## src/rtl/ysyx_22050612_mem_arbiter.sv

```systemverilog
// Shares one memory port between IFU fetches and LSU loads/stores, one transaction in flight.
// Build option MEMARB_RR_EN: round-robin arbitration on collisions instead of fixed LSU_PRIO.
module ysyx_22050612_mem_arbiter #(
    parameter int AW       = 64,
    parameter int DW       = 64,
    parameter int LSU_PRIO = 1
) (
    input  logic            clk,
    input  logic            rst,
    input  logic            ifu_req_valid,
    output logic            ifu_req_ready,
    input  logic [AW-1:0]   ifu_addr,
    output logic            ifu_resp_valid,
    output logic [DW-1:0]   ifu_rdata,
    input  logic            lsu_req_valid,
    output logic            lsu_req_ready,
    input  logic            lsu_wen,
    input  logic [AW-1:0]   lsu_addr,
    input  logic [DW-1:0]   lsu_wdata,
    input  logic [DW/8-1:0] lsu_wmask,
    output logic            lsu_resp_valid,
    output logic [DW-1:0]   lsu_rdata,
    output logic            mem_req_valid,
    input  logic            mem_req_ready,
    output logic            mem_wen,
    output logic [AW-1:0]   mem_addr,
    output logic [DW-1:0]   mem_wdata,
    output logic [DW/8-1:0] mem_wmask,
    input  logic            mem_resp_valid,
    input  logic [DW-1:0]   mem_rdata,
    output logic            busy
);
    localparam logic [1:0] IDLE  = 2'd0;
    localparam logic [1:0] ISSUE = 2'd1;
    localparam logic [1:0] WAIT  = 2'd2;
    localparam logic [1:0] RESP  = 2'd3;

    logic [1:0]      state_reg, state_next;
    logic            owner_lsu_reg;
    logic            wen_reg;
    logic [AW-1:0]   addr_reg;
    logic [DW-1:0]   wdata_reg;
    logic [DW/8-1:0] wmask_reg;
    logic [DW-1:0]   ifu_rdata_reg, lsu_rdata_reg;
    logic            any_req, grant_lsu, accept;

    assign any_req = ifu_req_valid | lsu_req_valid;
    assign accept  = (state_reg == IDLE) && any_req && !rst;

`ifdef MEMARB_RR_EN
    // On a collision the side that did not win last time is served.
    logic last_lsu_reg;
    assign grant_lsu = lsu_req_valid & (~ifu_req_valid | ~last_lsu_reg);

    always_ff @(posedge clk) begin
        if (rst)
            last_lsu_reg <= 1'b0;
        else if (accept)
            last_lsu_reg <= grant_lsu;
    end
`else
    localparam logic LSU_WINS = (LSU_PRIO != 0);
    assign grant_lsu = lsu_req_valid & (~ifu_req_valid | LSU_WINS);
`endif

    assign ifu_req_ready  = accept & ~grant_lsu;
    assign lsu_req_ready  = accept & grant_lsu;
    assign mem_req_valid  = (state_reg == ISSUE);
    assign ifu_resp_valid = (state_reg == RESP) & ~owner_lsu_reg;
    assign lsu_resp_valid = (state_reg == RESP) & owner_lsu_reg;
    assign busy           = (state_reg != IDLE);
    assign mem_wen        = wen_reg;
    assign mem_addr       = addr_reg;
    assign mem_wdata      = wdata_reg;
    assign mem_wmask      = wmask_reg;
    assign ifu_rdata      = ifu_rdata_reg;
    assign lsu_rdata      = lsu_rdata_reg;

    // Responses seen outside WAIT are strays and never move the FSM.
    always_comb begin
        state_next = state_reg;
        case (state_reg)
            IDLE:    if (any_req) state_next = ISSUE;
            ISSUE:   if (mem_req_ready) state_next = WAIT;
            WAIT:    if (mem_resp_valid) state_next = RESP;
            default: state_next = IDLE;
        endcase
    end

    always_ff @(posedge clk) begin
        if (rst) begin
            state_reg     <= IDLE;
            owner_lsu_reg <= 1'b0;
            wen_reg       <= 1'b0;
            addr_reg      <= '0;
            wdata_reg     <= '0;
            wmask_reg     <= '0;
            ifu_rdata_reg <= '0;
            lsu_rdata_reg <= '0;
        end else begin
            state_reg <= state_next;
            if (accept) begin
                owner_lsu_reg <= grant_lsu;
                wen_reg       <= grant_lsu & lsu_wen;
                addr_reg      <= grant_lsu ? lsu_addr : ifu_addr;
                wdata_reg     <= grant_lsu ? lsu_wdata : '0;
                wmask_reg     <= grant_lsu ? lsu_wmask : '0;
            end
            // Write acknowledgements leave the owner's read data untouched.
            if ((state_reg == WAIT) && mem_resp_valid && !wen_reg) begin
                if (owner_lsu_reg)
                    lsu_rdata_reg <= mem_rdata;
                else
                    ifu_rdata_reg <= mem_rdata;
            end
        end
    end
endmodule

```

## config.mk

```make
export PLATFORM = sky130hd
export DESIGN_NAME = ysyx_22050612_mem_arbiter
export DESIGN_NICKNAME = d
export VERILOG_FILES = /design/src/rtl/ysyx_22050612_mem_arbiter.sv
export SDC_FILE = /design/constraint.sdc
export NUM_CORES = 1
export LEC_CHECK = 0
export BUFFER_PORTS_ARGS = -buffer_cell sky130_fd_sc_hd__buf_2
export CAP_MARGIN = 0
export CORE_AREA = 2 2 212 214
export DETAILED_ROUTE_END_ITERATION = 10
export DIE_AREA = 0 0 214 216
export GPL_TIMING_DRIVEN = 0
export PLACE_DENSITY = 0.45
export SETUP_SLACK_MARGIN = 0.1
export SLEW_MARGIN = 20
export SYNTH_ARGS = -nofsm -noshare
export SYNTH_HDL_FRONTEND = slang
export SYNTH_SLANG_ARGS = --single-unit
```

## constraint.sdc

```tcl
create_clock -name clk -period 2.1 [get_ports clk]
set_input_delay 0.105 -clock clk [delete_from_list [all_inputs] [get_ports clk]]
set_output_delay 0.105 -clock clk [all_outputs]
set_load 0.03 [all_outputs]
```

==> results.tsv <==
metric	value	unit
outcome	finished, final reports clean	
clock_sinks	268	
synth.most_common_cell	nand2_1	
yosysTopAreaCellShare	52.5	%
critical_path.max_fanout	10	
overflow	0	
io_buffers	539	
drc_errors	0	
clk_pin_slew	60	ps
grt_pass1_wl	67900	µm
synth_area_leaders	dfxtp_1, a21oi_1, nand2_1	
path_delay_family	buffers and inverters	
synth_nets	1483	
cts_tree	yes	
max_cap_viol_count	0	
endpoint_kind	primary output	
die_h	216	µm
grt_max_degree	16	
peakVddDrop	636	µV
finalSetupViolCount	0	
fin_area	17500	µm²
final_nets	2321	
detail_route.wl_per_cell	16.7	µm
htreeDepth	1	
seqPwrFrac	35.3	%
viasPerCell	4.38	
syn_area_per_cell	8.47	µm²
fp.coreArea	43800	µm²
die_w	214	µm
relSlewSlack	34.1	%
fin_crit	1870	ps
crit_slowest_cell	dfxtp_2	
numCtsBuffers	31	
seq_area_frac_synth	52.5	%
num_vias	11700	
grt_antenna_before_repair	1	
dieArea	46200	µm²
synth_xor_area_share	0	%
p_per_area	960	nW/µm²
areaGrowthSynthToFinish	71.7	%
hpwl	33400	µm
wl_met2	21500	µm
pwr-share-clk	36.3	%
synth_async_sr_flop_share	0	%
grt_usage	18.5	%
critPathArrivalTime	1770	ps
path_buf_inv	3	
drt-met1-wl	18500	µm
worstSetupPathType	reg2out	
crit_required	2000	ps
min_path_type	in2reg	
path_cells	inv_2, ha_4, and3b_2, buf_6, clkbuf_4	
synthSimpleGateAreaFrac	13.3	%
whs	44.3	ps
synthAdderAreaFrac	0.612	%
muxShareOfSynthArea	6.46	%
power_switching	0.00551	W
num_antenna_cells	0	
synth_compound_area_share	21.4	%
place_area	13700	µm²
switching_share	32.7	%
intPower	0.0113	W
ios	542	
rsz0062_at_grt	false	
clockRootBuffer	clkbuf_16	
netlist_area	10200	µm²
fin_skew	14.7	ps
period_share	89.2	%
yosys-top-cells-count	nand2_1, dfxtp_1, a21oi_1	
gp_congestion	0.856	
fmax	0.534	GHz
power_leakage	7.86	nW
synth-edff-count	0	
top_layer_used	met4	
synth_top_family_by_area	compound AO/OA/AOI/OAI gates	
yosysTopAreaCell	dfxtp_1	
synth-seq-cells	268	
synth-main-ff-cell	dfxtp_1	
hold_viol	0	
crit_path_max_incr_delay	340	ps
n_fill_cell	4522	
firstDrtPassIters	5	
synth_cell_types	29	
tns	0	ps
clockBufferDepth	3	
yosysWarnings	0	
wl_met3	3070	µm
first_global_vias	12000	
clock_latency	570	ps
slew_viol_final	0	
routed_wl	44400	µm
route.antenna.remaining_nets	0	
drt_iter0_markers	570	
rows	77	
syn_inst	1207	
power_frac_comb	28.4	%
worstMarginPinSlew	989	ps
start_kind	flip-flop	
drive_above_1_share	32.7	%
start_util	23.3	%
[per-stage QoR]
step | setup slack, ps | utilization (%) | instances | total power [W]
after detailed placement | 95.2 | 31.2 | 2338 | 0.0104
after global routing | 119 | 40.0 | 2662 | 0.0177
after CTS | 118 | 40.0 | 2662 | 0.0170
after global placement | 100 | 31.2 | 2338 | 0.0103
after floorplan | 616 | - | 1207 | 0.00880
final | 228 | 40.0 | 2662 | 0.0169
[path summary, 6_finish.rpt]
check	endpoint	from	cells past startpoint	slack [ps]
hold reg to reg	ifu_rdata[47]$_SDFFE_PP0P_	ifu_rdata[47]$_SDFFE_PP0P_	2	450
hold / removal	mem_addr[34]$_SDFFE_PP0P_	ifu_addr[34]	3	40
setup reg to reg	ifu_rdata[21]$_SDFFE_PP0P_	state_reg[0]$_SDFFE_PP0P_	7	270
setup / recovery	lsu_req_ready	state_reg[0]$_SDFFE_PP0P_	5	230
[routing by layer]
| layer | GRT usage [%] | vias to the layer above |
|---|---|---|
| met4 | 6.39 | 0 |
| met5 | 0 | - |
| met2 | 32.5 | 388 |
| met1 | 21.7 | 5378 |
| met3 | 4.85 | 79 |
| li1 | - | 5809 |
[kinds of logic (layout without fill, tap and decap cells)]
logic type	Yosys count	count (layout)
AND/OR/NAND/NOR	348	348
adder cells (fa/ha/maj)	5	5
flip-flops	268	268
multiplexers	66	66
buffers and inverters	116	979
AO/OA/AOI/OAI	404	404
[final cells by class]
class,count,area (µm²),area share (%)
sequential,268,5370,30.6
timing repair buffer,805,5370,30.6
multi-input combinational,823,4300,24.5
clock buffer,45,898,5.12
tap,592,741,4.22
buffer,110,576,3.28
clock inverter,13,273,1.55
inverter,6,22.5,0.128
[what timing repair did]
item                                    4_1_cts  5_1_grt
buffers inserted                              1        0
pin swaps                                     0        1
hold buffers                                265        0
endpoints found under the setup margin       15      119
gates resized for setup                      10       22
hold endpoints to repair                    266        0
[power groups by stage]
stage / clock network [W] / registers (W) / logic, W
2_1_floorplan: 0 / 0.00706 / 0.00174
3_3_place_gp: 0 / 0.00602 / 0.00432
3_5_place_dp: 0 / 0.00604 / 0.00433
4_1_cts: 0.00629 / 0.00594 / 0.00481
5_1_grt: 0.00649 / 0.00601 / 0.00519
6_report: 0.00612 / 0.00594 / 0.00479
[placed cells by master, fill, tap and decap left out, drive strengths merged]
| cell | instances |
|---|---|
| a211oi | 64 |
| a21oi | 265 |
| a222oi | 1 |
| a31o | 1 |
| and2 | 1 |
| and3b | 1 |
| and4b | 1 |
| and4bb | 1 |
| buf | 597 |
| bufinv | 8 |
| clkbuf | 98 |
| clkinv | 4 |
| dfxtp | 268 |
| dlygate4sd3 | 265 |
| ha | 5 |
| inv | 7 |
| mux2i | 66 |
| nand2 | 333 |
| nand2b | 1 |
| nand4b | 1 |
| nand4bb | 1 |
| nor2 | 4 |
| nor2b | 2 |
| o21ai | 73 |
| or2 | 1 |
| or3 | 1 |
[worst min-delay path, stage by stage]
cell and delay [ps]:
buf_2 80, mux2i_1 100, a211oi_1 260
Power figures use the tool's default switching activity.
